<file path="src/rtl/crypto_pkg.sv">
// crypto_pkg: constants and state type shared by the register-file loader
package crypto_pkg;
    localparam int DATA_W = 128;
    localparam int WORD_W = 32;
    localparam int REG_IDX_W = 5;
    localparam int WORDS_PER_REG = DATA_W / WORD_W;
    localparam int CNT_W = $clog2(WORDS_PER_REG);
    localparam logic [REG_IDX_W-1:0] ZERO_REG = 5'd31;
    typedef enum logic [1:0] {IDLE, LOAD, WRITE, DONE} loader_state_t;
endpackage

</file>
<file path="src/rtl/regfile_loader_if.sv">
// regfile_loader_if: host control, word stream and register-file write port of the loader
interface regfile_loader_if;
    import crypto_pkg::*;
    logic start;
    logic [REG_IDX_W-1:0] base_reg;
    logic [REG_IDX_W:0] num_regs;
    logic in_valid;
    logic [WORD_W-1:0] in_data;
    logic in_ready;
    logic [REG_IDX_W-1:0] WriteReg;
    logic [DATA_W-1:0] WriteData;
    logic WriteEnable;
    logic busy;
    logic done;
    logic error;
    modport master (
        output start, base_reg, num_regs, in_valid, in_data,
        input in_ready, WriteReg, WriteData, WriteEnable, busy, done, error
    );
    modport slave (
        input start, base_reg, num_regs, in_valid, in_data,
        output in_ready, WriteReg, WriteData, WriteEnable, busy, done, error
    );
endinterface

</file>
<file path="src/rtl/regfile_loader_word_packer.sv">
// regfile_loader_word_packer: shifts stream words into one register-wide value, first word on top
module regfile_loader_word_packer
    import crypto_pkg::*;
(
    input logic clk,
    input logic reset,
    input logic push,
    input logic [WORD_W-1:0] word,
    output logic [DATA_W-1:0] packed_data,
    output logic full
);
    logic [DATA_W-WORD_W-1:0] buffer;
    logic [CNT_W-1:0] cnt;
    assign packed_data = {buffer, word};
    assign full = push && &cnt;
    always_ff @(posedge clk) begin
        if (reset) begin
            buffer <= '0;
            cnt <= '0;
        end else if (push) begin
            buffer <= packed_data[DATA_W-WORD_W-1:0];
            cnt <= cnt + CNT_W'(1);
        end
    end
endmodule

</file>
<file path="src/rtl/regfile_loader.sv">
// regfile_loader: packs a 32-bit word stream into 128-bit writes to consecutive registers
module regfile_loader
    import crypto_pkg::*;
(
    input logic clk,
    input logic reset,
    regfile_loader_if.slave bus
);
    loader_state_t state;
    logic [REG_IDX_W-1:0] target;
    logic [REG_IDX_W-1:0] remaining;
    logic [REG_IDX_W:0] last_reg;
    logic [DATA_W-1:0] packed_data;
    logic full;
    assign bus.in_ready = state == LOAD;
    assign last_reg = {1'b0, bus.base_reg} + bus.num_regs - 6'd1;
    regfile_loader_word_packer packer (
        .clk(clk),
        .reset(reset),
        .push(bus.in_valid && bus.in_ready),
        .word(bus.in_data),
        .packed_data(packed_data),
        .full(full)
    );
    always_ff @(posedge clk) begin
        if (reset) begin
            state <= IDLE;
            target <= '0;
            remaining <= '0;
            bus.WriteReg <= '0;
            bus.WriteData <= '0;
            bus.WriteEnable <= 1'b0;
            bus.busy <= 1'b0;
            bus.done <= 1'b0;
            bus.error <= 1'b0;
        end else begin
            bus.WriteEnable <= 1'b0;
            bus.done <= 1'b0;
            bus.error <= 1'b0;
            case (state)
                IDLE: if (bus.start) begin
                    if (bus.num_regs == '0) begin
                        state <= DONE;
                        bus.busy <= 1'b1;
                        bus.done <= 1'b1;
                    // counts above 31 could wrap the 6-bit end index, so they never pass
                    end else if (bus.num_regs[REG_IDX_W] || last_reg >= {1'b0, ZERO_REG}) begin
                        bus.error <= 1'b1;
                    end else begin
                        state <= LOAD;
                        bus.busy <= 1'b1;
                        target <= bus.base_reg;
                        remaining <= bus.num_regs[REG_IDX_W-1:0];
                    end
                end
                LOAD: if (full) begin
                    state <= WRITE;
                    bus.WriteEnable <= 1'b1;
                    bus.WriteReg <= target;
                    bus.WriteData <= packed_data;
                end
                WRITE: begin
                    target <= target + REG_IDX_W'(1);
                    remaining <= remaining - REG_IDX_W'(1);
                    state <= remaining == REG_IDX_W'(1) ? DONE : LOAD;
                    bus.done <= remaining == REG_IDX_W'(1);
                end
                default: begin
                    state <= IDLE;
                    bus.busy <= 1'b0;
                end
            endcase
        end
    end
endmodule

</file>
<file path="src/flat_wrapper.sv">
// flat-port wrapper written by rule: the top's interface ports become plain ports
module regfile_loader_flat import crypto_pkg::*;
  (clk, reset, bus_start, bus_base_reg, bus_num_regs, bus_in_valid, bus_in_data, bus_in_ready, bus_WriteReg, bus_WriteData, bus_WriteEnable, bus_busy, bus_done, bus_error);
  regfile_loader_if bus_i ();
  input logic clk;
  input logic reset;
  input wire logic [$bits(bus_i.start)-1:0] bus_start;
  input wire logic [$bits(bus_i.base_reg)-1:0] bus_base_reg;
  input wire logic [$bits(bus_i.num_regs)-1:0] bus_num_regs;
  input wire logic [$bits(bus_i.in_valid)-1:0] bus_in_valid;
  input wire logic [$bits(bus_i.in_data)-1:0] bus_in_data;
  output wire logic [$bits(bus_i.in_ready)-1:0] bus_in_ready;
  output wire logic [$bits(bus_i.WriteReg)-1:0] bus_WriteReg;
  output wire logic [$bits(bus_i.WriteData)-1:0] bus_WriteData;
  output wire logic [$bits(bus_i.WriteEnable)-1:0] bus_WriteEnable;
  output wire logic [$bits(bus_i.busy)-1:0] bus_busy;
  output wire logic [$bits(bus_i.done)-1:0] bus_done;
  output wire logic [$bits(bus_i.error)-1:0] bus_error;
  assign bus_i.start = bus_start;
  assign bus_i.base_reg = bus_base_reg;
  assign bus_i.num_regs = bus_num_regs;
  assign bus_i.in_valid = bus_in_valid;
  assign bus_i.in_data = bus_in_data;
  assign bus_in_ready = bus_i.in_ready;
  assign bus_WriteReg = bus_i.WriteReg;
  assign bus_WriteData = bus_i.WriteData;
  assign bus_WriteEnable = bus_i.WriteEnable;
  assign bus_busy = bus_i.busy;
  assign bus_done = bus_i.done;
  assign bus_error = bus_i.error;
  regfile_loader u_core (.clk(clk), .reset(reset), .bus(bus_i));
endmodule
</file>
<file path="config.mk">
export PLATFORM = sky130hd
export DESIGN_NAME = regfile_loader_flat
export DESIGN_NICKNAME = d
export VERILOG_FILES = /design/src/rtl/crypto_pkg.sv /design/src/rtl/regfile_loader_if.sv /design/src/rtl/regfile_loader_word_packer.sv /design/src/rtl/regfile_loader.sv /design/src/flat_wrapper.sv
export SDC_FILE = /design/constraint.sdc
export NUM_CORES = 1
export LEC_CHECK = 0
export BUFFER_PORTS_ARGS = -buffer_cell sky130_fd_sc_hd__buf_2
export CAP_MARGIN = 25
export CORE_MARGIN = 2
export CORE_UTILIZATION = 45
export CTS_CLUSTER_DIAMETER = 40
export DETAILED_ROUTE_END_ITERATION = 7
export MAX_ROUTING_LAYER = met4
export PLACE_DENSITY = 0.67
export SLEW_MARGIN = 20
export SYNTH_ARGS = -nofsm -noshare
export SYNTH_HDL_FRONTEND = slang
export SYNTH_SLANG_ARGS = --single-unit
</file>
<file path="constraint.sdc">
create_clock -name clk -period 3.2 [get_ports clk]
set_clock_uncertainty 0.15 [all_clocks]
set_input_delay 0.64 -clock clk [delete_from_list [all_inputs] [get_ports clk]]
set_output_delay 0.64 -clock clk [all_outputs]
set_load 0.005 [all_outputs]
</file>
**Word-level counts from Yosys, hierarchy flattened**

Index checks and enable logic that the tools add are counted.

- Register bits after elaboration: 247

- Add/subtract/negate cells: 5
- $lt $le $gt $ge: 1
- Equality and inequality tests: 8
- Mux-type cells: 23
- Bitwise operators: 4
- Reductions and logical operators: 14

Operator list:

| kind | count |
|---|---|
| two-way mux 5 bit | 6 |
| one-hot mux 5 bit (2 select lines) | 2 |
| two-way mux 2 bit | 5 |
| != test 2 bit (second input constant) | 4 |
| two-way mux 1 bit | 7 |
| adder 5 x 6 -> 6 bit | 1 |
| greater-or-equal comparator 6 x 5 -> 1 bit (second input constant) | 1 |
| logical NOT 6 bit | 1 |
| one-hot mux 2 bit (3 select lines) | 1 |
| AND reduction 3 bit | 2 |
| subtractor 6 x 1 -> 6 bit (second input constant) | 1 |
| adder 5 x 1 -> 5 bit (second input constant) | 1 |
| equality test 5 x 1 -> 1 bit (second input constant) | 1 |
| subtractor 5 x 1 -> 5 bit (second input constant) | 1 |
| NOT 1 bit | 4 |
| one-hot mux 1 bit (2 select lines) | 2 |
| AND reduction 2 bit | 2 |
| AND reduction 4 bit | 1 |
| OR reduction 2 bit | 2 |
| OR reduction 4 bit | 1 |
| != test 3 x 2 -> 1 bit (second input constant) | 1 |
| adder 2 x 1 -> 2 bit (second input constant) | 1 |
| equality test 2 x 1 -> 1 bit (second input constant) | 1 |
| equality test 2 bit (second input constant) | 1 |
| 4 further kinds | 5 |

**Logic depth before layout (Yosys ltp)**

- Depth in word-level cells: 8
- Gate-level depth with buffers: 11
- Mapped depth without buffers: 11

**Hierarchy**

Synthesis repeated with hierarchy kept, for this count alone.

- Cells, all modules: 1,090
- Area total of the unflattened synthesis: 9,514.1 µm²

Modules (own cells, without submodules):

| module | times used | cells each | area an instance (µm²) | seq. area each (µm²) |
|---|---|---|---|---|
| regfile_loader | 1 | 740 | 5,805.6 | 2,982.9 |
| regfile_loader_word_packer | 1 | 350 | 3,708.6 | 1,961.9 |

**Worst setup path before layout**

No wires, ideal clock.

- Path kind: input port to flip-flop
- Start point: input bus_num_regs[1]
- End point: register u_core.remaining[0]
- Setup time: 0.116 ns
- Arrival time: 2.575 ns
- Slack: 0.360 ns
- Stages on the path: 11
- Buffers on the path: 0
- Cell sequence: inv_1 > ha_1 > inv_1 > ha_1 > fa_1 > xnor2_1 > nor3_2 > o21ai_4 > a31oi_4 > a2111oi_2 > a31o_1

- Word-level cells in the longest chain between the ends: 6
- Elaborated cells on any way between the ends: 8
- Classes of those cells: 2 x add/sub; 1 x order compare; 2 x eq/ne; 3 x reduce/logical

RTL lines:

| what | line | text |
|---|---|---|
| start: declaration | flat_wrapper.sv:9 | `input wire logic [$bits(bus_i.num_regs)-1:0] bus_num_regs;` |
| adder 5 x 6 -> 6 bit | regfile_loader.sv:16 | `assign last_reg = {1'b0, bus.base_reg} + bus.num_regs - 6'd1;` |
| subtractor 6 x 1 -> 6 bit | regfile_loader.sv:16 |  |
| greater-or-equal comparator 6 x 5 -> 1 bit | regfile_loader.sv:47 | `end else if (bus.num_regs[REG_IDX_W] \|\| last_reg >= {1'b0, ZERO_REG}) begin` |
| logical OR 1 bit | regfile_loader.sv:47 |  |
| != test 2 bit (no source line) | - |  |
| AND reduction 4 bit (no source line) * | - |  |
| end signal: assignment | regfile_loader.sv:53 | `remaining <= bus.num_regs[REG_IDX_W-1:0];` |
| end signal: assignment | regfile_loader.sv:64 | `remaining <= remaining - REG_IDX_W'(1);` |
| end: declaration | regfile_loader.sv:11 | `logic [REG_IDX_W-1:0] remaining;` |

Every way passes the cells marked *; elsewhere a longest branch is shown, timed or not.
A chain may end at the register's enable or synchronous reset.

**Worst setup path after layout**

- Start point: input bus_num_regs[1]
- End point: register u_core.target[1]

- Word-level cells in the longest chain between the ends: 6
- Elaborated cells on any way between the ends: 8
- Classes of those cells: 2 x add/sub; 1 x order compare; 2 x eq/ne; 3 x reduce/logical

RTL lines:

| what | line | text |
|---|---|---|
| adder 5 x 6 -> 6 bit | regfile_loader.sv:16 |  |
| subtractor 6 x 1 -> 6 bit | regfile_loader.sv:16 |  |
| greater-or-equal comparator 6 x 5 -> 1 bit | regfile_loader.sv:47 |  |
| logical OR 1 bit | regfile_loader.sv:47 |  |
| != test 2 bit (no source line) | - |  |
| AND reduction 4 bit (no source line) * | - |  |
| end signal: assignment | regfile_loader.sv:52 | `target <= bus.base_reg;` |
| end signal: assignment | regfile_loader.sv:63 | `target <= target + REG_IDX_W'(1);` |
| end: declaration | regfile_loader.sv:10 | `logic [REG_IDX_W-1:0] target;` |

Marked as above.

==> metrics.cfg <==
[clock_network]
cts_made_buffers = 31
cts-resized-gates = 0
cts_sinks = 247
ctsHoldBuffers = 0
clk_latency_ps = 550
htreeDepth = 1
cts_root_buf = clkbuf_16
postCtsSetupBuffers = 0
tritoncts = done
clk_pin_slew_ps = 60
cts_buffer_depth = 3

[routing]
routed_wl_um = 24130
drt_iter0_markers = 512
dr.pass1.iters = 5
drc = 0
route.vias.total = 8182
ant_nets = 0
avgViaCountPerCell = 5.048
wl_per_cell_um = 14.89

[synthesis]
synth_top_cell_by_area = dfxtp_1
synth_cell_types = 46
synth_edf_count = 0
ys_warn_count = 0
synthesis.nets = 1241
synth.most_common_cell = nand2_1
synth_top_area_frac = 0.5383
async_flop_share = 0
synth_area_leaders = dfxtp_1 (54%), nand2_1 (19%), a21oi_1 (13%)
ys_ff_latch = 247
syn_area_um2 = 9186
synth_cells = 1176
seq_area_frac_synth = 0.5383
synthFlopType = dfxtp_1
synth.avg_cell_area_um2 = 7.811
synth_common_cells = nand2_1 (470), dfxtp_1 (247), a21oi_1 (246), clkbuf_1 (61), inv_1 (31)

[global_route]
grt_use_met2 = 0.3108
grtUsageTotal = 0.2240
grt_max_degree = 99
met1_usage = 0.3343
grt-ovfl-total = 0
busiest_layer = met1
gr-usage-met3 = 0.04068
grt_pass1_wl_um = 38750
first_global_vias = 7437
antenna_found_initial = 1

[worst_hold_path]
min_path_type = primary input to register

[die]
die_area_um2 = 21570
rows = 52
core_um2 = 20100
die_x_um = 146.9
start_util = 0.4569
io_pins = 185
dieHeight_um = 146.9

[timing]
setup_viol_count_final = 0
timing.fmax_mhz = 382.9
slew_headroom = 0.5519
fin_hold_ws_ps = 185.9
slew_viol_final = 0
rsz0062_at_grt = false
final.setup.tns_ps = 0
min_period_ps = 2612
hold_violations = 0
worstMarginPinSlew_ps = 672.1
fin_crit_sh = 0.8162

[finish]
fin_nets = 1390
drive_gt1_frac = 0.1978
area_growth_pct = 24.19
fill_cells = 1898

[power_and_ir_drop]
cellPowerDensity_nw_per_um2 = 636.8
peakVddDrop_v = 0.0003653
cellLeakagePower_uw = 0.004494
total_power_uw = 7265

[setup_path]
path_cells = buf_2, inv_1, ha_1, inv_1, ha_1, fa_1, xnor2_1, nor3_2, o21ai_4, a31oi_4, mux2i_1, nor2_1
worstPathRequired_ps = 3460
criticalPathCategory = primary input to register
worstPathArrival_ps = 2880
cp-end-kind = register
startpoint = bus_num_regs[1]
r2r_slack_ps = 920
r2r_cells = 7
crit_path_max_incr_delay_ps = 410
worstSetupEndpoint = u_core.target[1]
r2r-end = u_core.target[1]
slowest_stage = fa_1
rr_startpoint = u_core.state[0]
critPathMaxFanout = 10
worstSetupStartpointType = primary input

[placement]
dpl.hpwl_um = 15610
numPortBuffers = 184
gp_congestion = 0.8983

[flow_run]
cap_violations = 0

[status]
status = completed

==> cell type report <==
cell class                 count  area, µm²  share of cell area
antenna                        1      2.502           0.0002193
inverter                      31      116.4             0.01020
clock buffer                  36      834.6             0.07315
clock inverter                22      234.0             0.02051
tap                          270      337.8             0.02961
sequential                   247       4945              0.4334
multi-input combinational    818       3834              0.3360
timing repair buffer         196       1105             0.09684
==> worst max-delay path, delay by kind of cell <==
kind / cells / cell delay (ps)
AOI/OAI and AO/OA: 2 / 480
xor gates and xnor gates: 1 / 150
adders and majority gates: 3 / 900
buffers and inverters: 3 / 170
muxes: 1 / 240
and+or+nand+nor: 2 / 270
==> power breakdown <==
part	total, µW	switching, µW	internal, µW
combinational	540	361	179
clock	3530	1390	2140
sequential	3200	61.2	3140
==> flip-flops by register name, indices dropped and copies added (netlist names) <==
register,cells
u_core.bus.WriteEnable,1
u_core.target,5
u_core.bus.WriteData,128
u_core.bus.error,1
u_core.packer.cnt,2
u_core.state,2
u_core.bus.WriteReg,5
u_core.bus.done,1
u_core.bus.busy,1
u_core.remaining,5
u_core.packer.buffer,96
==> how the worst min path moves through the flow <==
stage / depth (start not counted) / end / slack (ps) / from
floorplan: 2 / u_core.bus.WriteReg[4] / 280 / u_core.target[4]
global placement: 2 / u_core.bus.WriteData[111] / 290 / u_core.bus.WriteData[111]
detailed placement: 2 / u_core.bus.WriteData[105] / 290 / u_core.packer.buffer[73]
CTS: 3 / u_core.bus.WriteData[13] / 170 / bus_in_data[13]
global route: 3 / u_core.bus.WriteData[13] / 180 / bus_in_data[13]
finish: 3 / u_core.bus.WriteData[13] / 190 / bus_in_data[13]
==> cell families after synthesis <==
logic type               Yosys count  synth area share
AO/OA/AOI/OAI                    281            0.1670
AND/OR/NAND/NOR                  515            0.2185
flip-flops                       247            0.5383
multiplexers                       2          0.002179
XOR/XNOR                           2          0.001907
buffers and inverters            111           0.04685
adder cells (fa/ha/maj)           18           0.02533
==> stage by stage <==
stage / utilization / instance area [µm²] / cells / setup slack (ps)
floorplan: - / 9186 / 1176 / 359.6
global placement: 0.5142 / 10340 / 1562 / 111.5
detailed placement: 0.5142 / 10340 / 1562 / 68.01
CTS: 0.5673 / 11410 / 1620 / 642.5
global route: 0.5675 / 11410 / 1621 / 452.0
finish: 0.5675 / 11410 / 1621 / 588.3
==> cells in the final DEF (no fill, tap or decap), types with 3 or more instances in the layout <==
cell / count
clkinvlp_4: 3
inv_1: 31
clkinv_2: 5
bufinv_16: 3
dfxtp_1: 247
a31oi_1: 3
buf_2: 183
a21oi_1: 246
and3_1: 4
buf_4: 5
clkbuf_8: 4
clkinv_4: 4
buf_12: 7
ha_1: 17
clkbuf_16: 31
nand2_1: 468
nor3_1: 6
o21ai_0: 8
inv_6: 7
nand3_1: 6
nor2_1: 16
==> routing by layer <==
layer,vias up,part of all wire
li1,4140,-
met1,3757,0.49
met2,243,0.42
met3,42,0.070
met4,0,0.021
met5,-,0
(Power assumes the default switching activity.)
